===== config.mk =====
export PLATFORM = sky130hd
export DESIGN_NAME = interrupt_controller
export DESIGN_NICKNAME = d
export VERILOG_FILES = /design/src/rtl/intc_pkg.sv /design/src/rtl/intc_sync_edge.sv /design/src/rtl/interrupt_controller.sv
export SDC_FILE = /design/constraint.sdc
export NUM_CORES = 1
export LEC_CHECK = 0
export ABC_CLOCK_PERIOD_IN_PS = 2300
export CORE_MARGIN = 2
export CORE_UTILIZATION = 47
export CTS_BUF_LIST = sky130_fd_sc_hd__clkbuf_8 sky130_fd_sc_hd__clkbuf_16
export CTS_CLUSTER_SIZE = 8
export DETAILED_ROUTE_END_ITERATION = 6
export PLACE_DENSITY = 0.76
export SLEW_MARGIN = 30
export SYNTH_ARGS = -nofsm -noshare
export SYNTH_HDL_FRONTEND = slang
export SYNTH_SLANG_ARGS = --single-unit

===== constraint.sdc =====
create_clock -name clk -period 2.3 [get_ports clk]
set_input_delay 0.345 -clock clk [delete_from_list [all_inputs] [get_ports clk]]
set_output_delay 0.345 -clock clk [all_outputs]
set_load 0.05 [all_outputs]

===== src/rtl/intc_pkg.sv =====
// intc_pkg: register map, controller states and reset constants for the interrupt controller
package intc_pkg;
  localparam logic [3:0] ADDR_PEND    = 4'd0;
  localparam logic [3:0] ADDR_MASK    = 4'd1;
  localparam logic [3:0] ADDR_EDGE    = 4'd2;
  localparam logic [3:0] ADDR_VBASE   = 4'd3;
  localparam logic [3:0] ADDR_RETADDR = 4'd4;
  localparam logic [3:0] ADDR_STATUS  = 4'd5;
  localparam logic [15:0] VBASE_RST   = 16'h0010;
  typedef enum logic [1:0] {IDLE = 2'd0, REQ = 2'd1, SERVICE = 2'd2} state_t;
endpackage


===== src/rtl/intc_sync_edge.sv =====
// intc_sync_edge: two-flop synchronizer with rising-edge detect for one interrupt line
module intc_sync_edge (
  input  logic clk,
  input  logic rst_n,
  input  logic irq,
  output logic level,
  output logic rise
);
  logic meta, sync_q, sync_qq;
  always_ff @(posedge clk or negedge rst_n) begin
    if (!rst_n) {meta, sync_q, sync_qq} <= '0;
    else {meta, sync_q, sync_qq} <= {irq, meta, sync_q};
  end
  assign level = sync_q;
  assign rise  = sync_q & ~sync_qq;
endmodule


===== src/rtl/interrupt_controller.sv =====
// interrupt_controller: prioritised NUM_CH-channel interrupt controller; define INTC_NEST_EN for nested service with a NEST_DEPTH return stack
module interrupt_controller
  import intc_pkg::*;
#(
  parameter int NUM_CH     = 8,
  parameter int DATA_W     = 16,
  parameter int VEC_STRIDE = 2,
  parameter int NEST_DEPTH = 4
) (
  input  logic              clk,
  input  logic              rst_n,
  input  logic [NUM_CH-1:0] irq_in,
  input  logic [3:0]        io_addr,
  input  logic              io_write,
  input  logic [DATA_W-1:0] wr_data,
  output logic [DATA_W-1:0] rd_data,
  input  logic              int_en,
  input  logic              int_dis,
  output logic              int_req,
  input  logic              int_ack,
  output logic [DATA_W-1:0] int_vector,
  input  logic [DATA_W-1:0] pc_in,
  input  logic              iret,
  output logic [DATA_W-1:0] ret_addr
);
  logic [NUM_CH-1:0] rise, lvl, pend, mask, edge_sel, in_svc, elig, cand, w1c, ack_clr, onehot;
  logic [DATA_W-1:0] vbase, vec;
  logic [3:0] act_ch, win;
  logic gie, err, any, hold, ack_ok, iret_ok, err_set, err_clr;
  state_t state, state_nx, ret_state, iret_state;
  for (genvar i = 0; i < NUM_CH; i++) begin : g_sync
    intc_sync_edge u_sync (
      .clk   (clk),
      .rst_n (rst_n),
      .irq   (irq_in[i]),
      .level (lvl[i]),
      .rise  (rise[i])
    );
  end
  assign elig    = pend & mask & {NUM_CH{gie}};
  assign onehot  = NUM_CH'(1) << act_ch;
  assign hold    = |(elig & onehot);
  assign ack_ok  = int_ack && state == REQ;
  assign iret_ok = iret && state == SERVICE && |in_svc;
  assign err_set = (int_ack && state != REQ) || (iret && !iret_ok);
  assign err_clr = io_write && io_addr == ADDR_STATUS && wr_data[6];
  assign w1c     = io_write && io_addr == ADDR_PEND ? wr_data[NUM_CH-1:0] : '0;
  assign ack_clr = ack_ok ? onehot & edge_sel : '0;
`ifdef INTC_NEST_EN
  localparam int SPW = $clog2(NEST_DEPTH + 1);
  logic [DATA_W-1:0] stack [NEST_DEPTH];
  logic [SPW-1:0] sp;
  logic [NUM_CH-1:0] lowest;
  assign lowest     = in_svc & (~in_svc + NUM_CH'(1));
  assign cand       = sp == SPW'(NEST_DEPTH) || state == REQ ? '0 : elig & (lowest - NUM_CH'(1));
  assign ret_state  = |in_svc ? SERVICE : IDLE;
  assign iret_state = |(in_svc & (in_svc - NUM_CH'(1))) ? SERVICE : IDLE;
  always_ff @(posedge clk or negedge rst_n) begin
    if (!rst_n) begin
      sp <= '0;
      for (int i = 0; i < NEST_DEPTH; i++) stack[i] <= '0;
    end else if (ack_ok) begin
      for (int i = 0; i < NEST_DEPTH; i++) if (sp == SPW'(i)) stack[i] <= pc_in;
      sp <= sp + 1'b1;
    end else if (iret_ok) begin
      sp <= sp - 1'b1;
    end
  end
  always_comb begin
    ret_addr = '0;
    for (int i = 0; i < NEST_DEPTH; i++) ret_addr = sp == SPW'(i + 1) ? stack[i] : ret_addr;
  end
`else
  assign cand       = state == IDLE ? elig : '0;
  assign ret_state  = IDLE;
  assign iret_state = IDLE;
  always_ff @(posedge clk or negedge rst_n) begin
    if (!rst_n) ret_addr <= '0;
    else if (ack_ok) ret_addr <= pc_in;
  end
`endif
  assign any = |cand;
  always_comb begin
    win = '0;
    for (int i = NUM_CH - 1; i >= 0; i--) win = cand[i] ? 4'(i) : win;
  end
  always_comb begin
    state_nx = state == IDLE ? (any ? REQ : IDLE)
             : state == REQ  ? (int_ack ? SERVICE : hold ? REQ : ret_state)
             : any ? REQ : iret_ok ? iret_state : SERVICE;
  end
  always_ff @(posedge clk or negedge rst_n) begin
    if (!rst_n) begin
      pend     <= '0;
      mask     <= '0;
      edge_sel <= '1;
      vbase    <= DATA_W'(VBASE_RST);
      gie      <= 1'b0;
      err      <= 1'b0;
      state    <= IDLE;
      act_ch   <= '0;
      vec      <= '0;
      in_svc   <= '0;
    end else begin
      pend   <= (edge_sel & ((pend & ~w1c & ~ack_clr) | rise)) | (~edge_sel & lvl);
      gie    <= int_dis ? 1'b0 : int_en ? 1'b1 : gie;
      err    <= (err & ~err_clr) | err_set;
      state  <= state_nx;
      in_svc <= (iret_ok ? in_svc & (in_svc - NUM_CH'(1)) : in_svc) | (ack_ok ? onehot : '0);
      if (io_write && io_addr == ADDR_MASK) mask <= wr_data[NUM_CH-1:0];
      if (io_write && io_addr == ADDR_EDGE) edge_sel <= wr_data[NUM_CH-1:0];
      if (io_write && io_addr == ADDR_VBASE) vbase <= wr_data;
      if (state_nx == REQ && state != REQ) begin
        act_ch <= win;
        vec    <= vbase + DATA_W'(win) * DATA_W'(VEC_STRIDE);
      end
    end
  end
  assign int_req    = state == REQ;
  assign int_vector = vec;
  assign rd_data = io_addr == ADDR_PEND    ? DATA_W'(pend)
                 : io_addr == ADDR_MASK    ? DATA_W'(mask)
                 : io_addr == ADDR_EDGE    ? DATA_W'(edge_sel)
                 : io_addr == ADDR_VBASE   ? vbase
                 : io_addr == ADDR_RETADDR ? ret_addr
                 : io_addr == ADDR_STATUS  ? DATA_W'({gie, err, state, act_ch})
                 : '0;
endmodule


[Yosys cells after proc, flatten, opt, wreduce, memory -nomap -nowiden]
Index checks and enable logic that the tools add are counted.
Cells by class
  shift operators: 1
  reductions and logical operators: 20
  $add $sub $neg: 2
  equal/unequal tests: 9
  div/mod/pow operators: 0
  $mul: 0
  bitwise logic cells: 34
  order comparisons: 0
  multiplexer cells: 28
Operators by type and width (count)
  16-bit two-way mux: 5
  8-bit AND: 9
  8-bit two-way mux: 6
  3-bit two-way mux: 8
  8-bit NOT: 3
  8-bit OR: 3
  8-bit OR reduction: 3
  16-bit by 4-bit adder with 16-bit output: 1
  1-bit logical AND: 12
  2-bit two-way mux: 5
  1-bit AND: 9
  1-bit NOT: 9
  4-bit by 2-bit == test with 1-bit output, second input constant: 2
  4-bit by 3-bit == test with 1-bit output, second input constant: 2
  1-bit by 4-bit << shifter with 8-bit output, first input constant: 1
  8-bit by 1-bit subtractor with 8-bit output, second input constant: 1
  2-bit by 1-bit == test with 1-bit output, second input constant: 2
  4-bit by 1-bit == test with 1-bit output, second input constant: 1
  4-bit zero test: 1
  1-bit two-way mux: 4
  2-bit == test, second input constant: 1
  2-bit zero test: 1
  2-bit by 1-bit != test with 1-bit output, second input constant: 1
  2-bit nonzero test: 1
  other kinds (3): 3
Storage, ports and cells
  bits in latches: 0
  memory bits (read-only): 0
  logic and storage cells: 129
  memories: 0
  input bits: 51
  memory bits (writable): 0
  register bits: 112

[Longest topological paths before layout]
Gate-level depths: netlist of run 1.
  depth after elaboration: 12
  mapped depth: 11
  gate-level depth less buffers: 11

[By module]
Synthesis of run 1 repeated with hierarchy kept, for this count alone.
Second synthesis, totals
  cell total of the unflattened synthesis: 465
  area total of the unflattened synthesis: 5328.9 sq um
By module, submodules not included
  interrupt_controller: cells each 433, times used 1, area an instance 4618.2 sq um, seq. area each 2188.3 sq um
  intc_sync_edge: cells each 4, times used 8, area an instance 88.8 sq um, seq. area each 75.1 sq um

[Least setup slack after synthesis of run 1]
No wires, ideal clock.
  kind: input to output
  start point: in io_addr[2]
  end point: out rd_data[3]
  slack: -0.314 ns
  buffers on the path: 2
  stages: 5
  arrival time: 2.269 ns
  cells stage by stage: buf_2 -> clkbuf_1 -> nor2_1 -> a21oi_1 -> o21ai_0
Between the ends
  cells in the longest elaborated chain, start to end: 7
  elaborated cells on any way between the ends: 12
  classes of those cells: eq/ne: 5; mux: 6; reduce/logical: 1
Ends and longest elaborated chain
  start, declared: line interrupt_controller.sv:13  | input logic [3:0] io_addr,
  4-bit by 3-bit == test with 1-bit output: line interrupt_controller.sv:126  | : io_addr == ADDR_STATUS ? DATA_W'({gie, err, state, act_ch})
  8-bit two-way mux: line interrupt_controller.sv:126
  16-bit two-way mux: line interrupt_controller.sv:125  | : io_addr == ADDR_RETADDR ? ret_addr
  16-bit two-way mux: line interrupt_controller.sv:124  | : io_addr == ADDR_VBASE ? vbase
  16-bit two-way mux: line interrupt_controller.sv:123  | : io_addr == ADDR_EDGE ? DATA_W'(edge_sel)
  16-bit two-way mux: line interrupt_controller.sv:122  | : io_addr == ADDR_MASK ? DATA_W'(mask)
  16-bit two-way mux *: line interrupt_controller.sv:121  | assign rd_data = io_addr == ADDR_PEND ? DATA_W'(pend)
  end, declared: line interrupt_controller.sv:16  | output logic [DATA_W-1:0] rd_data,
Every way passes the cells marked *; elsewhere a longest branch is shown, timed or not.

[Worst setup path in the final report of run 1]
  start point: reg state[1]
  end point: reg vec[14], in the netlist int_vector[14]
Between the ends
  cells in the longest elaborated chain, start to end: 11
  elaborated cells on any way between the ends: 24
  classes of those cells: add/sub: 1; eq/ne: 4; mux: 14; reduce/logical: 5
Ends and longest elaborated chain
  start, declared: line interrupt_controller.sv:30  | state_t state, state_nx, ret_state, iret_state;
  start signal, assigned: line interrupt_controller.sv:108  | state <= state_nx;
  2-bit zero test *: line interrupt_controller.sv:74  | assign cand = state == IDLE ? elig : '0;
  8-bit two-way mux *: line interrupt_controller.sv:74
  3-bit two-way mux (7 in series): line interrupt_controller.sv:85  | for (int i = NUM_CH - 1; i >= 0; i--) win = cand[i] ? 4'(i) : win;
  3-bit two-way mux *: line interrupt_controller.sv:85
  via win[2]: line interrupt_controller.sv:28  | logic [3:0] act_ch, win;
  16-bit by 4-bit adder with 16-bit output *: line interrupt_controller.sv:115  | vec <= vbase + DATA_W'(win) * DATA_W'(VEC_STRIDE);
  end signal, assigned: line interrupt_controller.sv:115
  end, declared: line interrupt_controller.sv:27  | logic [DATA_W-1:0] vbase, vec;
Mark *: on every way through the listed nets, which the timed path passes. The rest lies on a longest branch.
A chain may end at the register's enable or synchronous reset.

==> flow_summary.yaml, run 1 <==
layout:
  n_antenna_cell: 0
  area_growth_pct: 46.1
  fin_nets: 732
  utilization_pct: 70.6
  layout.cells.non_filler: 822
  layout-drive-gt1-share_pct: 31.2
setup_path:
  path_depth: 8
  rr_startpoint: "state[1]$_DFF_PN0_"
  critical_path_class: "reg2reg"
  cp_top_family: "simple AND/OR/NAND/NOR gates"
  critPathMaxStageDelay_ps: 450
  critPathMaxFanout: 5
  r2r_cells: 8
  endpoint_kind: "flop"
  worstPathRequired_ps: 2620
  cp_cell_sequence: "or3b_4, a21oi_2, nor2b_4, ha_4, o211ai_1, or2_4, or3_1, a31oi_1"
  critPathLaunch: "state[1]$_DFF_PN0_"
  cp_slowest_cell: "or3b_4"
  worst_ep_arrival_time_ps: 2790
  cp-start-kind: "flop"
  path_buf_inv: 0
drt:
  wl_per_cell_um: 19.4
  first_pass_iters: 5
  drc_errors: 0
  drt_iter0_drc: 394
  drt_wl_total_um: 16000
  dr_total_vias: 4696
  detail-route-antenna-nets: 0
  post_drt_via_cell_ratio: 5.71
logic_synthesis:
  synth.most_common_cell: "dfrtp_1"
  synth_nets: 550
  synth-async-reset-ratio_pct: 100
  synth_top_area_cell: "dfrtp_1"
  ys.flop_type: "dfrtp_1"
  yosysSeqAreaShare_pct: 53.2
  yosys-top-cells-count: "dfrtp_1, nand2_1, mux2_2"
  synth.distinct_cells: 58
  syn_avg_cell_area_um2: 10.6
  synth_area_um2: 5240
  synth_edf_count: 0
  yosys-top-cells-area: "dfrtp_1, mux2_2, nand2_1"
  synthCells: 495
  ys_warn_count: 0
  synth_seq_cells: 111
  yosysTopAreaCellShare_pct: 48.7
placement:
  gp_congestion: 0.915
  place_inst: 777
  port_buffers: 99
  dp_hpwl_um: 11500
clock_tree:
  path_clk_slew_ps: 110
  cts_buffer_depth: 2
  ctsRootBufferMaster: "clkbuf_8"
  tritoncts: "built"
  htreeDepth: 3
  cts_sinks: 111
  clock_latency_ps: 400
  cts_buffers: 9
run:
  cap_violations: 0
global_route:
  grt_use_total_pct: 27.6
  antenna_found_initial: 0
  grt_pass1_vias: 4635
  grt_pass1_wl_um: 24500
  overflow: 0
  grt_max_degree: 58
power_and_ir_drop:
  leakage_nw: 3.35
  power_density_nw_per_um2: 1070
  finalPower_mw: 8.17
  vdd_ir_drop_max_mv: 0.906
timing:
  rsz0062_at_grt: "true"
  period_share_pct: 107
  worst_slack_ps: -167
  finalMaxSlewViolations: 0
  clock_skew_ps: 7.39
  finalHoldViolations: 0
  worst_slew_pin_slew_ps: 603
  fmax_mhz: 405
  period_minus_slack_ps: 2470
  max-slew-margin-rel_pct: 59.3
  setup_violations: 9
floorplanning:
  die_h_um: 110
  die_area_um2: 12000
  initial_core_util_pct: 48.3
  io-pin-count: 100
  chipWidth_um: 110
  fp.coreArea_um2: 10800
  rows: 38
hold_path:
  min_path_type: "reg2reg"
  min_from: "g_sync[2].u_sync.meta$_DFF_PN0_"
  hold_depth: 0
run_status:
  status: "finished, violations left"
  violations: "setup timing"
==> metrics by stage <==
| step | cell area (um^2) | TNS (ps) | hold WS (ps) | setup WS, ps |
|---|---|---|---|---|
| after floorplan | 5260 | 0 | 49.4 | 15.9 |
| after global placement | 7030 | -258 | 315 | -48.0 |
| after detailed placement | 7030 | -2170 | 327 | -169 |
| after CTS | 7430 | -430 | 355 | -52.8 |
| after global routing | 7650 | -1480 | 372 | -219 |
| final | 7650 | -696 | 357 | -167 |
==> cell usage in the layout (no fill, tap or decap), drive strengths merged, types with 7 or more instances in the layout <==
cell,instances
nor2,33
nand2,88
mux2i,7
mux2,35
dfstp,9
o211ai,9
nor2b,12
a21oi,27
clkbuf,10
nand3,13
buf,110
clkdlybuf4s50,77
inv,7
dfrtp,102
a22oi,17
o21ai,32
==> layout make-up <==
cell class,count,area [um^2]
Sequential cell,111,2790
Tap cell,140,175
Clock buffer,9,124
Multi-Input combinational cell,356,2500
Inverter,6,22.5
Clock inverter,7,72.6
Timing Repair Buffer,193,1970
Fill cell,790,3190
==> timing repair <==
item                       in CTS  in global routing
cloned                          0                  1
gates resized for setup        19                 25
hold buffers                    1                  0
buffers inserted               16                 13
setup endpoints to repair      28                 30
hold endpoints to repair       29                  0
pin swaps                      10                 26
==> cell families after synthesis <==
kind of cell / count (synthesis) / synth area share, %
multiplexers: 44 / 9.72
adder cells (fa/ha/maj): 4 / 1.10
buffers and inverters: 28 / 2.63
XOR/XNOR: 10 / 1.67
AO/OA/AOI/OAI: 115 / 14.3
AND/OR/NAND/NOR: 183 / 17.3
flip-flops: 111 / 53.2
==> layer usage <==
layer / part of all wire (%) / routed length [um] / GRT usage, %
met5: 0 / 0 / 0
met4: 2.7 / 426 / 11.5
met1: 43 / 6800 / 38.2
met3: 6.7 / 1070 / 5.75
met2: 48 / 7670 / 42.5
==> state kept, by name, summed over array words and instances (netlist names) <==
register	cells
g_sync.u_sync.sync_qq	8
vbase	16
g_sync.u_sync.meta	8
gie	1
int_vector	16
pend	8
mask	8
in_svc	8
edge_sel	8
act_ch	3
state	2
ret_addr	16
g_sync.u_sync.level	8
err	1
==> where the power goes <==
part	leakage, nW	internal, mW	switching (mW)
combinational	1.93	1.63	2.25
clock	0.0956	0.505	0.695
sequential	1.33	2.53	0.557
==> worst paths after layout <==
kind                                                       to  slack [ps]
max                                int_vector[14]$_DFFE_PN0P_        -170
min                          g_sync[2].u_sync.level$_DFF_PN0_         360
max reg2reg                        int_vector[14]$_DFFE_PN0P_        -170
min reg2reg                  g_sync[2].u_sync.level$_DFF_PN0_         360
max in group asynchronous                vbase[4]$_DFFE_PN1P_        1150
min in group asynchronous  g_sync[7].u_sync.sync_qq$_DFF_PN0_         430
Power figures use the tool's default switching activity.
==> inputs of run 2 (changes only) <==
Settings changed: CAP_MARGIN from default to 20.
==> results of run 2 <==
No change in the layout: final DEF, timing and power equal those of run 1.
